--- src/rtl/obm_dma_controller.sv ---
// Block-copy engine: moves XFER_LEN bytes from CPU work RAM into Object Memory during vblank,
// sharing the single VRAM write port with the CPU (CPU always wins).
module obm_dma_controller #(
    parameter int                         VRAM_ADDR_WIDTH = 12,
    parameter logic [VRAM_ADDR_WIDTH-1:0] OBM_BASE        = 12'h800,
    parameter int                         XFER_LEN        = 256
) (
    input  logic                       gpu_clk,
    input  logic                       rst,
    input  logic                       vblank,
    input  logic                       start,
    input  logic [7:0]                 src_page,
    output logic                       ram_req,
    output logic [15:0]                ram_addr,
    input  logic                       ram_gnt,
    input  logic [7:0]                 ram_rdata,
    input  logic [VRAM_ADDR_WIDTH-1:0] cpu_addr,
    input  logic [7:0]                 cpu_wdata,
    input  logic                       cpu_we,
    input  logic                       cpu_sel_pmf,
    input  logic                       cpu_sel_obm,
    output logic [VRAM_ADDR_WIDTH-1:0] vram_address,
    output logic [7:0]                 vram_wdata,
    output logic                       vram_we,
    output logic                       SELECT_pmf,
    output logic                       SELECT_obm,
    output logic                       busy,
    output logic                       done,
    output logic                       aborted
);

    typedef enum logic [2:0] {
        ST_IDLE  = 3'd0,
        ST_ARMED = 3'd1,
        ST_REQ   = 3'd2,
        ST_DATA  = 3'd3,
        ST_WRITE = 3'd4,
        ST_DONE  = 3'd5
    } state_t;

    localparam logic [7:0] LAST_IDX = 8'(XFER_LEN - 1);

    state_t     state_r, state_s;
    logic [7:0] idx_r, idx_s;
    logic [7:0] hold_r, hold_s;
    logic [7:0] page_r, page_s;
    logic       aborted_r;
    logic       abort_s;
    logic       dma_wr_s;

    // State and datapath registers with synchronous reset.
    always_ff @(posedge gpu_clk) begin
        if (rst) begin
            state_r   <= ST_IDLE;
            idx_r     <= 8'd0;
            hold_r    <= 8'd0;
            page_r    <= 8'd0;
            aborted_r <= 1'b0;
        end else begin
            state_r   <= state_s;
            idx_r     <= idx_s;
            hold_r    <= hold_s;
            page_r    <= page_s;
            aborted_r <= abort_s;
        end
    end

    // Next-state logic; losing vblank mid-copy overrides grant and write.
    always_comb begin
        state_s  = state_r;
        idx_s    = idx_r;
        hold_s   = hold_r;
        page_s   = page_r;
        abort_s  = 1'b0;
        dma_wr_s = 1'b0;
        case (state_r)
            ST_IDLE: begin
                if (start) begin
                    page_s  = src_page;
                    idx_s   = 8'd0;
                    state_s = ST_ARMED;
                end else begin
                    state_s = ST_IDLE;
                end
            end
            ST_ARMED: begin
                if (vblank) begin
                    state_s = ST_REQ;
                end else begin
                    state_s = ST_ARMED;
                end
            end
            ST_REQ: begin
                if (!vblank) begin
                    abort_s = 1'b1;
                    state_s = ST_IDLE;
                end else if (ram_gnt) begin
                    state_s = ST_DATA;
                end else begin
                    state_s = ST_REQ;
                end
            end
            ST_DATA: begin
                if (!vblank) begin
                    abort_s = 1'b1;
                    state_s = ST_IDLE;
                end else begin
                    hold_s  = ram_rdata;
                    state_s = ST_WRITE;
                end
            end
            ST_WRITE: begin
                if (!vblank) begin
                    abort_s = 1'b1;
                    state_s = ST_IDLE;
                end else if (cpu_we) begin
                    state_s = ST_WRITE;
                end else begin
                    dma_wr_s = 1'b1;
                    if (idx_r == LAST_IDX) begin
                        state_s = ST_DONE;
                    end else begin
                        idx_s   = idx_r + 8'd1;
                        state_s = ST_REQ;
                    end
                end
            end
            ST_DONE: begin
                state_s = ST_IDLE;
            end
            default: begin
                state_s = ST_IDLE;
            end
        endcase
    end

    // VRAM port mux: DMA owns the port only during its own write cycle.
    always_comb begin
        if (dma_wr_s) begin
            vram_address = OBM_BASE + VRAM_ADDR_WIDTH'(idx_r);
            vram_wdata   = hold_r;
            vram_we      = 1'b1;
            SELECT_obm   = 1'b1;
            SELECT_pmf   = 1'b0;
        end else begin
            vram_address = cpu_addr;
            vram_wdata   = cpu_wdata;
            vram_we      = cpu_we;
            SELECT_obm   = cpu_sel_obm;
            SELECT_pmf   = cpu_sel_pmf;
        end
    end

    assign ram_req  = (state_r == ST_REQ);
    assign ram_addr = {page_r, idx_r};
    assign busy     = (state_r != ST_IDLE);
    assign done     = (state_r == ST_DONE);
    assign aborted  = aborted_r;

endmodule

--- config.mk ---
export PLATFORM = sky130hd
export DESIGN_NAME = obm_dma_controller
export DESIGN_NICKNAME = d
export VERILOG_FILES = /design/src/rtl/obm_dma_controller.sv
export SDC_FILE = /design/constraint.sdc
export NUM_CORES = 1
export LEC_CHECK = 0
export BUFFER_PORTS_ARGS = -buffer_cell sky130_fd_sc_hd__buf_2
export CAP_MARGIN = 5
export CORE_ASPECT_RATIO = 1.75
export CORE_MARGIN = 4
export CORE_UTILIZATION = 40
export CTS_BUF_LIST = sky130_fd_sc_hd__clkbuf_8
export DETAILED_ROUTE_END_ITERATION = 7
export PLACE_DENSITY_LB_ADDON = 0.3
export SLEW_MARGIN = 20
export SYNTH_ARGS = -nofsm -noshare
export SYNTH_HDL_FRONTEND = slang
export SYNTH_SLANG_ARGS = --single-unit
export TNS_END_PERCENT = 10
--- constraint.sdc ---
create_clock -name gpu_clk -period 1.7 [get_ports gpu_clk]
set_input_delay 0.34 -clock gpu_clk [delete_from_list [all_inputs] [get_ports gpu_clk]]
set_output_delay 0.34 -clock gpu_clk [all_outputs]
set_load 0.01 [all_outputs]
; After elaboration in Yosys (flattened, before gate mapping)
; Index checks and enable logic that the tools add are counted.
[totals]
mem_bits_rw = 0
memories = 0
mem_bits_ro = 0
latchBits = 0
register_bits = 28
out_inout_bits = 43
in_bits = 44
[op_classes]
div = 0
n_mux = 23
bitwise = 1
n_mul = 0
shifts = 0
n_eq_ne = 10
n_addsub = 2
reduce_logical = 8
magnitude_cmp = 0
[ops]
columns = cell, n
row1 = $mux 8, 5
row2 = $pmux 8 s2, 1
row3 = $pmux 3 s5, 1
row4 = $add 12x8->12 const A, 1
row5 = $mux 12, 1
row6 = $mux 3, 4
row7 = $mux 1, 9
row8 = $add 8x1->8 const B, 1
row9 = $eq 8x8->1 const B, 1
row10 = $ne 2x2->1 const B, 4
row11 = $eq 3x2->1 const B, 2
row12 = $eq 3x3->1 const B, 2
row13 = $reduce_and 5->1, 1
row14 = $mux 2, 2
row15 = $reduce_and 2->1, 2
row16 = $eq 3x1->1 const B, 1
row17 = $logic_not 3->1, 1
row18 = $reduce_bool 3->1, 1
row19 = $reduce_or 3->1, 1
row20 = $reduce_bool 2->1, 1
row21 = $reduce_or 2->1, 1
row22 = $not 1->1, 1

; Logic depth before layout (Yosys ltp)
; Gate-level depths: netlist of the first run.
[logic_depth]
word_depth = 5
depth_mapped = 6
depth_no_buf = 5

; Worst setup path before layout of the first run
; Ideal clock, no wire load.
[synth_path]
kind = register to output
from = register state_r[0]
to = output port vram_address[0]
stages_incl_launch_ff = 5
required_ns = 1.360
setup_slack_ns = -0.083
n_path_buf = 1
arrival_ns = 1.443
cell_sequence = dfxtp_1 -> nand4bb_2 -> nor2_1 -> buf_2 -> mux2_2
[synth_via]
elab_chain_len = 3
[synth_rtl]
columns = element, line
row1 = start: declaration, 43  ; state_t state_r, state_s;
row2 = start signal: assignment, 60  ; state_r <= state_s;
row3 = $eq 3x3->1, 76  ; case (state_r)
row4 = $mux 1, 76
row5 = $mux 12, 139  ; if (dma_wr_s) begin
row6 = end: declaration, 22  ; output logic [VRAM_ADDR_WIDTH-1:0] vram_address,
; Every way passes these cells.

; Final worst setup path of the first run
[layout_path]
from = register state_r[1]
to = output port vram_address[1]
; Same word-level chain as after synthesis.

==> flow_summary.toml, run 1 <==
[outcome]
outcome = "finished with violations"
failing_checks = "negative setup slack"

[hold_path]
hold_crit_class = "input pin to register"

[place]
io_buffers = 86
rd_place_congestion = 0.742
dpl_cell_area_mm2 = 0.00210
dp.final_hpwl_mm = 3.52

[grt]
grt_util_overall_pct = 18.0
via_count_of_the_first_global_routing_pass = 1539
grt-ovfl-total = 0
antenna_found_initial = 0
grt_start_max_net_pins = 21
grt_first_pass_wirelength_mm = 6.56

[floorplan]
die_width_um = 54.0
std_cell_rows = 29
io_pins = 87
initial_utilization_pct = 41.2
die-height_um = 88.5
coreArea_mm2 = 0.00359
total_die_area_mm2 = 0.00478

[power_and_ir_drop]
power_per_cell_area_mw_per_mm2 = 659
cellLeakagePower_nw = 1.05
worst_vdd_drop_uv = 998

[clock_tree]
cts_tree = "done"
number_of_buffers_inserted_by_hold_repair_at_cts = 0
numCtsBuffers = 3
clock_latency_ns = 0.27
cts_sinks = 28
post_cts_clock_slew_at_the_launch_and_capture_registers_of_the_worst_setup_and_hold_paths_ns = 0.10
htreeDepth = 1
max-clock-path-buffers = 2
root_buffer = "clkbuf_8"

[yosys]
synthArstFlopShare_pct = 0
synth_top_area_share_pct = 37.9
ys_seq_area_share_pct = 37.9
synth.ff_latch_count = 28
synth.top_cells.by_area = "dfxtp_1, mux2_2, nand2_1"
synthesis.area_mm2 = 0.00148
mean_instance_size_in_the_synthesized_netlist_um2 = 8.32
postSynth.topFlopCell = "dfxtp_1"
postSynthNetCount = 223
post_synthesis_cell_count = 178
post-synth-top-area-cell = "dfxtp_1"
synth-edff-count = 0
ys_warn_count = 0
synth.lib_cells_used.distinct = 38

[run]
max-cap-violations = 0

[setup_path]
crit_path_end_kind = "primary output"
cp-start-kind = "register"
cp.arrival_ns = 1.60
crit_path_max_fanout = 14
worst-setup-path-type = "register to primary output"
cp_data_required_time_ns = 1.36

[final_layout]
layout.area.seq_um2 = 562
nets = 328
total_non_filler_cell_area_in_the_finished_layout_mm2 = 0.00222
fillers = 341
final_common_cell = "buf_2"
layout-drive-gt1-share_pct = 49.6
layout-area-overhead-vs-synth_pct = 50.2
finish.utilization_pct = 61.9
area_of_the_multi_input_gates_um2 = 907
antenna_cells_inserted = 0
final_cell_mix = "buf_2, nand2_1, dfxtp_1, buf_4, a21oi_1"

[timing]
timing.slew.headroom_pct = 76.4
holdWs_ns = 0.290
fin_hold_viols = 0
setup_viols_final = 21
setup_ws_ns = -0.236
rsz0062_at_grt = "yes"
pin_slew_with_the_least_headroom_to_its_limit_ns = 0.353
finalMaxSlewViolations = 0
post-route-min-period_ns = 1.94
timing.final.crit_share_pct = 114
finClkSkew_ns = 0.00614
timing.fmax_mhz = 516

[routing]
post_drt_wl_per_cell_um = 13.1
vias = 1656
detail-route-antenna-nets = 0
drcViolationCount = 0
routed_wl_mm = 4.29
drt_first_iter_violations = 23
number_of_iterations_in_the_first_detailed_routing_pass = 4
via_density_per_instance = 5.05
-- per-stage QoR --
step                      TNS (ns)  worst slack (ns)  std cells  power, mW
after floorplan                  0            0.0141        178      0.825
after global placement     -0.0446           -0.0131        322      0.950
after detailed placement    -0.373           -0.0454        322      0.953
final                        -3.77            -0.236        328       1.46
after global routing         -5.08            -0.303        328       1.53
after CTS                    -4.02            -0.252        327       1.47
-- worst paths after layout --
path	slack [ns]	to	from	depth (start not counted)
min reg2reg	0.46	page_r[5]	page_r[5]	2
max reg2reg	0.07	idx_r[2]	state_r[1]	6
min	0.29	page_r[5]	src_page[5]	3
max	-0.24	vram_address[1]	state_r[1]	5
-- timing repair --
action                                  CTS  global route
endpoints found under the setup margin   22            25
cloned                                    0             0
buffers inserted                          1             1
resized for setup                         3             5
-- logic make-up (layout without fill, tap and decap cells) --
family | count (synthesis) | count (layout) | share of synthesized area, %
buffers and inverters | 10 | 114 | 3.04
adders and majority gates | 1 | 1 | 0.845
AOI/OAI and AO/OA | 36 | 36 | 15.6
DFF | 28 | 28 | 37.9
muxes | 16 | 16 | 12.2
and+or+nand+nor | 87 | 87 | 30.4
-- worst max-delay path, cell delays in order (launching register included) --
cell and delay (ns):
dfxtp_1 0.32, nand4bb_4 0.23, nor2_4 0.14, buf_12 0.15, mux2_2 0.33, buf_2 0.14
-- power breakdown --
| group | internal [mW] | switching [mW] | total [mW] |
|---|---|---|---|
| logic | 0.134 | 0.127 | 0.262 |
| registers | 0.674 | 0.00880 | 0.683 |
| clock network | 0.315 | 0.204 | 0.520 |
-- sequential cells by signal, indices dropped and copies added, names as in the netlist --
| name | flops |
|---|---|
| aborted | 1 |
| idx_r | 8 |
| state_r | 3 |
| hold_r | 8 |
| page_r | 8 |
-- cells in the mapped netlist, types with 2 or more instances --
cell type and instances:
nor3b_1 2, nand2b_1 2, a211o_1 2, buf_2 3, a21o_1 2, nor2_1 6, nand2_1 40, o22a_1 2
and3_1 3, inv_1 2, or2_2 3, nor3_1 6, clkbuf_1 4, mux2_2 16, and3b_1 2, o21ai_0 5
nand3_1 6, or3_1 2, dfxtp_1 28, a21oi_1 17, and2b_1 2, o41ai_1 2, nor2b_1 6
-- final cells by class --
cell class	count	share of cell area [%]
clock buffer	3	1.86
tap	46	2.59
inverter	2	0.338
clock inverter	1	1.35
multi-input combinational	140	40.8
sequential	28	25.3
timing repair buffer	108	27.8
-- per-layer routing --
metal | GRT usage [%] | share of wire, %
met4 | 5.67 | 1.0
met3 | 3.20 | 4.8
met2 | 35.7 | 58
met5 | 0 | 0
met1 | 17.8 | 36
No activity file was read; power rests on OpenSTA's default activity.
==> run 2, diff against run 1 <==
--- a/config.mk
+++ b/config.mk
@@ -13,6 +13,7 @@
 export CTS_BUF_LIST = sky130_fd_sc_hd__clkbuf_8
 export DETAILED_ROUTE_END_ITERATION = 7
 export PLACE_DENSITY_LB_ADDON = 0.3
+export RECOVER_POWER = 25
 export SLEW_MARGIN = 20
 export SYNTH_ARGS = -nofsm -noshare
 export SYNTH_HDL_FRONTEND = slang
==> run 2 against run 1 <==
Net effect:
- sequential share of layout area is 0.10 points higher
- the run still ends with negative setup slack left
- clock-buffer cell count stayed put
- hold slack hardly changed
- worst setup slack worse by 0.00051 ns
- critical path type unchanged
- combinational power is 2% lower
- via count is 0.18% lower
- first-iteration DRC count is 4.3% higher
==> flow_summary.toml, run 2 (synthesized netlist as in run 1, its figures left out) <==
[outcome]
outcome = "finished with violations"
failing_checks = "negative setup slack"

[place]
dp.final_hpwl_mm = 3.52
dp.cells = 322
io_buffers = 86
rd_place_congestion = 0.742
dpl_cell_area_mm2 = 0.00210

[timing]
post-route-min-period_ns = 1.94
finClkSkew_ns = 0.00597
timing.slew.headroom_pct = 76.3
tns_ns = -3.79
holdWs_ns = 0.290
setup_viols_final = 21
timing.final.crit_share_pct = 114
setup_ws_ns = -0.237
timing.fmax_mhz = 516
rsz0062_at_grt = "yes"
fin_hold_viols = 0
pin_slew_with_the_least_headroom_to_its_limit_ns = 0.353
finalMaxSlewViolations = 0

[power_and_ir_drop]
worst_vdd_drop_uv = 998
power_per_cell_area_mw_per_mm2 = 661
cellLeakagePower_nw = 1.01

[final_layout]
final_common_cell = "buf_2"
layout-area-overhead-vs-synth_pct = 49.3
final_cell_mix = "buf_2, nand2_1, dfxtp_1, buf_4, a21oi_1"
finish.utilization_pct = 61.5
final_cell_count_no_fill = 328
nets = 328
antenna_cells_inserted = 0
layout-drive-gt1-share_pct = 45.7
layout_top_registers = "hold_r (8), idx_r (8), page_r (8)"
total_non_filler_cell_area_in_the_finished_layout_mm2 = 0.00221

[grt]
antenna_found_initial = 0
grt_util_overall_pct = 18.0
grt_first_pass_wirelength_mm = 6.56
via_count_of_the_first_global_routing_pass = 1539
grt_start_max_net_pins = 21
grt-ovfl-total = 0

[setup_path]
cp-start-kind = "register"
crit_path_end_kind = "primary output"
cp_data_required_time_ns = 1.36
cp.arrival_ns = 1.60
regToRegSetupSlack_ns = 0.06
worst_r2r_path_depth = 6
crit_path_max_fanout = 14
worst-setup-path-type = "register to primary output"

[routing]
vias = 1653
routed_wl_mm = 4.27
number_of_iterations_in_the_first_detailed_routing_pass = 4
drt_first_iter_violations = 24
drcViolationCount = 0
detail-route-antenna-nets = 0
via_density_per_instance = 5.04
post_drt_wl_per_cell_um = 13.0

[floorplan]
initial_utilization_pct = 41.2
total_die_area_mm2 = 0.00478
die-height_um = 88.5
std_cell_rows = 29
io_pins = 87
coreArea_mm2 = 0.00359
die_width_um = 54.0

[clock_tree]
cts_sinks = 28
cts_tree = "done"
root_buffer = "clkbuf_8"
clock_latency_ns = 0.27
numCtsBuffers = 3
max-clock-path-buffers = 2
htreeDepth = 1
post_cts_clock_slew_at_the_launch_and_capture_registers_of_the_worst_setup_and_hold_paths_ns = 0.10
number_of_buffers_inserted_by_hold_repair_at_cts = 0

[hold_path]
hold_crit_class = "input pin to register"
worst_hold_path.num_cells = 3

[run]
max-cap-violations = 0
run 2: cell types whose count changed in the layout (fill, tap and decap cells not counted):
cell | before | now
dfxtp_1 | 27 | 28
clkbuf_1 | 0 | 10
buf_2 | 85 | 75
dfxtp_2 | 1 | 0
run 2: area by class of cell:
class	instances	area [µm²]
multi-input cells	140	907
repair buffers	108	606
well taps	46	57.6
clock buffers	3	41.3
flip-flops and latches	28	561
inverters	2	7.51
clock inverters	1	30.0
fillers	346	1380
run 2: final timing paths:
| check | endpoint | startpoint |
|---|---|---|
| setup / recovery | vram_address[1] | state_r[1] |
| hold / removal | page_r[5] | src_page[5] |
| setup reg to reg | idx_r[2] | state_r[1] |
| hold reg to reg | page_r[5] | page_r[5] |
run 2: timing repair:
action / CTS / global route
resized for setup: 3 / 5
endpoints found under the setup margin: 22 / 25
setup buffers: 1 / 1
run 2: report_power, final:
| group | switching [mW] | total [mW] | leakage, nW | internal (mW) |
|---|---|---|---|---|
| Sequential | 0.00888 | 0.683 | 0.227 | 0.674 |
| Combinational | 0.127 | 0.258 | 0.748 | 0.131 |
| Clock | 0.205 | 0.520 | 0.0357 | 0.315 |
run 2: layer usage:
metal / GRT usage (%) / routed length (µm) / share of wire, % / vias to the layer above
met1: 17.8 / 1530 / 36 / 767
met4: 5.67 / 45 / 1.1 / 0
li1: - / - / - / 840
met3: 3.20 / 206 / 4.8 / 4
met2: 35.7 / 2490 / 58 / 42
met5: 0 / 0 / 0 / -
run 2: critical path, stage by stage, from the launching register on:
cell,delay (ns)
dfxtp_1,0.32
nand4bb_4,0.23
nor2_4,0.14
buf_12,0.15
mux2_2,0.33
buf_2,0.14
run 2: metrics by stage:
stage / setup slack, ns / power (mW)
finish: -0.237 / 1.46
global route: -0.303 / 1.52
CTS: -0.252 / 1.47
detailed placement: -0.0454 / 0.953
global placement: -0.0131 / 0.950
floorplan: 0.0141 / 0.825
